<file path="config.mk">
export PLATFORM = sky130hd
export DESIGN_NAME = alu_result_queue_flat
export DESIGN_NICKNAME = d
export VERILOG_FILES = /design/src/rtl/alu_result_queue_if.sv /design/src/rtl/alu_result_queue.sv /design/src/flat_wrapper.sv
export SDC_FILE = /design/constraint.sdc
export NUM_CORES = 1
export LEC_CHECK = 0
export BUFFER_PORTS_ARGS = -buffer_cell sky130_fd_sc_hd__buf_2
export CORE_MARGIN = 4
export CORE_UTILIZATION = 38
export DETAILED_ROUTE_END_ITERATION = 6
export GPL_TIMING_DRIVEN = 0
export PLACE_DENSITY = 0.61
export SYNTH_ARGS = -nofsm -noshare
export SYNTH_HDL_FRONTEND = slang
export SYNTH_SLANG_ARGS = --single-unit
</file>
<file path="constraint.sdc">
create_clock -name clk -period 4.75 [get_ports clk]
set_input_delay 0.475 -clock clk [delete_from_list [all_inputs] [get_ports clk]]
set_output_delay 0.475 -clock clk [all_outputs]
set_load 0.02 [all_outputs]
</file>
<file path="src/rtl/alu_result_queue_if.sv">
// Handshake/bus bundle for alu_result_queue: producer-side push channel,
// consumer-side head channel and occupancy/debug status.
interface alu_result_queue_if #(
    parameter int unsigned DW  = 32,
    parameter int unsigned OPW = 3,
    parameter int unsigned AW  = 2
);
    logic           in_valid;
    logic           in_ready;
    logic [DW-1:0]  in_result;
    logic [OPW-1:0] in_op;
    logic           out_valid;
    logic           out_ready;
    logic [DW-1:0]  out_result;
    logic [OPW-1:0] out_op;
    logic           out_zero;
    logic           out_neg;
    logic [AW:0]    count;
    logic           full;
    logic           empty;
    logic [15:0]    pop_cnt;

    modport slave (
        input  in_valid, in_result, in_op, out_ready,
        output in_ready, out_valid, out_result, out_op, out_zero, out_neg,
               count, full, empty, pop_cnt
    );

    modport master (
        output in_valid, in_result, in_op, out_ready,
        input  in_ready, out_valid, out_result, out_op, out_zero, out_neg,
               count, full, empty, pop_cnt
    );
endinterface

</file>
<file path="src/rtl/alu_result_queue.sv">
// ALU result FIFO: tags each result with its opcode and zero/negative flags at
// capture, buffers DEPTH entries with valid/ready on both sides.
module alu_result_queue #(
    parameter int unsigned DW    = 32,
    parameter int unsigned OPW   = 3,
    parameter int unsigned DEPTH = 4,
    parameter int unsigned AW    = 2
) (
    input  logic              clk,
    input  logic              rst_n,
    alu_result_queue_if.slave q
);
    localparam int unsigned EW = DW + OPW + 2;

    logic [EW-1:0] mem_q [DEPTH];
    logic [AW-1:0] wr_ptr_q, wr_ptr_d;
    logic [AW-1:0] rd_ptr_q, rd_ptr_d;
    logic [AW:0]   count_q, count_d;
    logic [15:0]   pop_cnt_q, pop_cnt_d;
    logic          full, empty, push, pop;
    logic [EW-1:0] wr_entry, head;

    always_comb begin
        full     = (count_q == (AW+1)'(DEPTH));
        empty    = (count_q == '0);
        push     = q.in_valid && !full;
        pop      = q.out_ready && !empty;
        wr_entry = {q.in_result, q.in_op, (q.in_result == '0), q.in_result[DW-1]};

        wr_ptr_d  = wr_ptr_q;
        rd_ptr_d  = rd_ptr_q;
        pop_cnt_d = pop_cnt_q;
        count_d   = count_q;
        if (push) wr_ptr_d = wr_ptr_q + AW'(1);
        if (pop) begin
            rd_ptr_d  = rd_ptr_q + AW'(1);
            pop_cnt_d = pop_cnt_q + 16'd1;
        end
        // Simultaneous push and pop leaves occupancy unchanged.
        unique case ({push, pop})
            2'b10:   count_d = count_q + (AW+1)'(1);
            2'b01:   count_d = count_q - (AW+1)'(1);
            default: count_d = count_q;
        endcase
    end

    always_ff @(posedge clk or negedge rst_n) begin
        if (!rst_n) begin
            wr_ptr_q  <= '0;
            rd_ptr_q  <= '0;
            count_q   <= '0;
            pop_cnt_q <= '0;
        end else begin
            wr_ptr_q  <= wr_ptr_d;
            rd_ptr_q  <= rd_ptr_d;
            count_q   <= count_d;
            pop_cnt_q <= pop_cnt_d;
        end
    end

    // Storage is deliberately left uncleared by reset.
    always_ff @(posedge clk) begin
        if (push) mem_q[wr_ptr_q] <= wr_entry;
    end

    assign head         = mem_q[rd_ptr_q];
    assign q.out_result = head[EW-1 -: DW];
    assign q.out_op     = head[OPW+1:2];
    assign q.out_zero   = head[1];
    assign q.out_neg    = head[0];
    assign q.out_valid  = !empty;
    assign q.in_ready   = !full;
    assign q.count      = count_q;
    assign q.full       = full;
    assign q.empty      = empty;
    assign q.pop_cnt    = pop_cnt_q;
endmodule

</file>
<file path="src/flat_wrapper.sv">
// flat-port wrapper written by rule: the top's interface ports become plain ports
module alu_result_queue_flat 
#(
    parameter int unsigned DW    = 32,
    parameter int unsigned OPW   = 3,
    parameter int unsigned DEPTH = 4,
    parameter int unsigned AW    = 2
)
  (clk, rst_n, q_in_valid, q_in_result, q_in_op, q_out_ready, q_in_ready, q_out_valid, q_out_result, q_out_op, q_out_zero, q_out_neg, q_count, q_full, q_empty, q_pop_cnt);
  alu_result_queue_if #(.DW(DW), .OPW(OPW), .AW(AW)) q_i ();
  input  logic clk;
  input  logic rst_n;
  input wire logic [$bits(q_i.in_valid)-1:0] q_in_valid;
  input wire logic [$bits(q_i.in_result)-1:0] q_in_result;
  input wire logic [$bits(q_i.in_op)-1:0] q_in_op;
  input wire logic [$bits(q_i.out_ready)-1:0] q_out_ready;
  output wire logic [$bits(q_i.in_ready)-1:0] q_in_ready;
  output wire logic [$bits(q_i.out_valid)-1:0] q_out_valid;
  output wire logic [$bits(q_i.out_result)-1:0] q_out_result;
  output wire logic [$bits(q_i.out_op)-1:0] q_out_op;
  output wire logic [$bits(q_i.out_zero)-1:0] q_out_zero;
  output wire logic [$bits(q_i.out_neg)-1:0] q_out_neg;
  output wire logic [$bits(q_i.count)-1:0] q_count;
  output wire logic [$bits(q_i.full)-1:0] q_full;
  output wire logic [$bits(q_i.empty)-1:0] q_empty;
  output wire logic [$bits(q_i.pop_cnt)-1:0] q_pop_cnt;
  assign q_i.in_valid = q_in_valid;
  assign q_i.in_result = q_in_result;
  assign q_i.in_op = q_in_op;
  assign q_i.out_ready = q_out_ready;
  assign q_in_ready = q_i.in_ready;
  assign q_out_valid = q_i.out_valid;
  assign q_out_result = q_i.out_result;
  assign q_out_op = q_i.out_op;
  assign q_out_zero = q_i.out_zero;
  assign q_out_neg = q_i.out_neg;
  assign q_count = q_i.count;
  assign q_full = q_i.full;
  assign q_empty = q_i.empty;
  assign q_pop_cnt = q_i.pop_cnt;
  alu_result_queue #(.DW(DW), .OPW(OPW), .DEPTH(DEPTH), .AW(AW)) u_core (.clk(clk), .rst_n(rst_n), .q(q_i));
endmodule
</file>
==> impl_metrics.env <==
export IMPL_grt_total_usage_pct=13.6
export IMPL_wl_per_cell_um=18.8
export IMPL_synth_ff_type="edfxtp_1"
export IMPL_areaGrowthSynthToFinish_pct=21.6
export IMPL_syn_area_um2=6400
export IMPL_pin_count=99
export IMPL_r2r_slack_ns=2.49
export IMPL_hold_path_class="in2async"
export IMPL_wirelength_mm=12.3
export IMPL_vias=3189
export IMPL_hold_violations=0
export IMPL_rows=47
export IMPL_cts_setup_buffers=0
export IMPL_grt_pass1_wl_mm=18.7
export IMPL_power_density_nw_per_um2=632
export IMPL_avgSynthCellArea_um2=21.4
export IMPL_tritoncts="yes"
export IMPL_dp_cells=621
export IMPL_fin_nets=466
export IMPL_synth_top_area_share_pct=67.5
export IMPL_crit_path_end_kind="output pin"
export IMPL_dp_hpwl_mm=8.12
export IMPL_cts_hold_buf=0
export IMPL_layout_cells_non_filler=653
export IMPL_htreeDepth=4
export IMPL_startpoint="u_core.rd_ptr_q[1]"
export IMPL_drive_above_1_share_pct=43.0
export IMPL_ys_top_cells_by_area="edfxtp_1 68%, mux4_2 13%, dfrtp_1 9.0%"
export IMPL_max_freq_mhz=375
export IMPL_status="complete, no violations"
export IMPL_total_power_mw=4.92
export IMPL_cp_required_ns=4.28
export IMPL_cts_resized=0
export IMPL_r2r_end="u_core.q.count[2]"
export IMPL_cpMaxStageDelayCell="buf_1"
export IMPL_clkTransAtPathRegs_ns=0.07
export IMPL_die_area_um2=19000
export IMPL_max_slew_margin_rel_pct=53.7
export IMPL_r2r_start="u_core.q.count[0]"
export IMPL_grt_setup_unrepaired="no"
export IMPL_seq_area_frac_synth_pct=76.5
export IMPL_crit_top_cell="buf_2"
export IMPL_final_area_um2=7780
export IMPL_start_util_pct=38.8
export IMPL_yosys_area_top_type="edfxtp_1"
export IMPL_ys_warnings_count=0
export IMPL_rr_worst_depth=10
export IMPL_cts_sinks=167
export IMPL_worstSkewPairLatency_ns=0.42
export IMPL_peakVddDrop_mv=0.338
export IMPL_slowest_delay_ns=0.58
export IMPL_finalSetupTns_ns=0
export IMPL_fp_dieH_um=138
export IMPL_dpl_cell_area_um2=7250
export IMPL_clock_skew_ns=0.0113
export IMPL_n_antenna_cell=0
export IMPL_antenna_left=0
export IMPL_synth_most_common_cell="edfxtp_1"
export IMPL_synthDistinctLibCells=28
export IMPL_grt_max_degree=27
export IMPL_place_ws_ns=2.45
export IMPL_synth_seq_cells=167
export IMPL_setup_viol=0
export IMPL_drt_first_pass_iters=4
export IMPL_cts_buffer_depth=2
export IMPL_synth_edf_count=144
export IMPL_synthTopCellsByCount="144 x edfxtp_1, 36 x mux4_2, 23 x dfrtp_1"
export IMPL_crit_end="q_out_result[28]"
export IMPL_io_buffers=98
export IMPL_numCtsBuffers=17
export IMPL_drc=0
export IMPL_finalCritPeriodShare_pct=56.1
export IMPL_die_x_um=138
export IMPL_grt_overflow=0
export IMPL_leakage_nw=2.88
export IMPL_critical_path_class="reg2out"
export IMPL_worst_pin_slew_ns=0.695
export IMPL_setup_ws_ns=2.08
export IMPL_async_flop_share_pct=13.8
export IMPL_min_period_ns=2.67
export IMPL_synthesis_nets=345
export IMPL_via_per_inst=4.88
export IMPL_maxCapViolations=0
export IMPL_cp_max_fo=10
export IMPL_first_global_vias=3411
export IMPL_worstPathCellList="buf_2 -> buf_1 -> mux4_2 -> buf_2"
export IMPL_antenna_found_initial=1
export IMPL_dr_first_iter_drc_count=87
export IMPL_startpoint_type="flip-flop"
export IMPL_synth_cells=299
export IMPL_ctsRootBufferMaster="clkbuf_16"
export IMPL_globalplace_congestion=0.796
export IMPL_core_um2=16500
export IMPL_slew_viol_final=0
export IMPL_cp_data_arrival_time_ns=2.19
[power by group]
part	total, mW	internal [mW]	switching [mW]	leakage (nW)
sequential	2.04	1.92	0.118	1.62
clock	1.23	0.672	0.560	0.241
combinational	1.65	0.673	0.977	1.02
total	4.92	3.27	1.65	2.88
[through the flow]
step | util [%] | hold WS (ns)
2_1_floorplan | - | 0.179
3_3_place_gp | 43.4 | 0.463
3_5_place_dp | 43.9 | 0.466
4_1_cts | 47.1 | 0.0184
5_1_grt | 47.1 | 0.0386
6_report | 47.1 | 0.0137
[kinds of logic after synthesis]
family	synth area share [%]
DFF	76.5
and+or+nand+nor	4.30
muxes	13.0
xor gates and xnor gates	2.87
buffers and inverters	1.43
adders and majority gates	1.48
AOI/OAI and AO/OA	0.410
[worst min-delay path by stage]
stage	end	slack (ns)	cells after the start
2_1_floorplan	u_core.q.count[0]	0.18	0
3_3_place_gp	u_core.q.pop_cnt[15]	0.46	1
4_1_cts	u_core.q.pop_cnt[4]	0.02	1
3_5_place_dp	u_core.q.pop_cnt[15]	0.47	1
6_report	u_core.q.pop_cnt[4]	0.01	1
5_1_grt	u_core.q.pop_cnt[5]	0.04	1
[cell usage in the layout (no fill, tap or decap), types with 2 or more instances in the layout]
cell type   Yosys  layout
buf_12          0       4
buf_4           4       4
clkbuf_1        0       2
clkinvlp_4      0       6
ha_1            6       6
xor2_1          7       7
nand2_1         8       8
edfxtp_1      144     144
buf_2           4     102
xnor2_1        14      14
mux4_2         36      36
inv_1          10      10
nor2_1          4       4
clkbuf_16       0      17
and3_2          0       4
nand3_1         8       8
dfrtp_1        23      23
and3_1          7       3
nor4_1          8       8
nand4_1         3       3
inv_6           0       5
[worst max-delay path: cells and delay by family, from the launching register on]
family / cells / cell delay (ns)
buf+inv: 3 / 1.03
flops: 1 / 0.32
mux: 1 / 0.43
[state kept, by name, summed over array words and instances (netlist names)]
name	flops
u_core.q.pop_cnt	16
u_core.q.count	3
u_core.wr_ptr_q	2
u_core.rd_ptr_q	2
u_core.mem_q	144
[per-layer routing]
metal | global-route usage [%] | wire (µm)
met3 | 4.42 | 760
met1 | 17.8 | 5470
met4 | 5.10 | 185
met5 | 0 | 13
met2 | 21.3 | 5830
[cell type report]
class / count / area (µm²)
well taps: 220 / 275
fillers: 1425 / 8740
multi-input cells: 113 / 1420
flip-flops and latches: 167 / 4900
clock buffers: 19 / 433
inverters: 10 / 37.5
plain buffers: 9 / 53.8
clock inverters: 13 / 97.6
repair buffers: 102 / 571
Note: power is estimated with default switching activity, not from simulation.
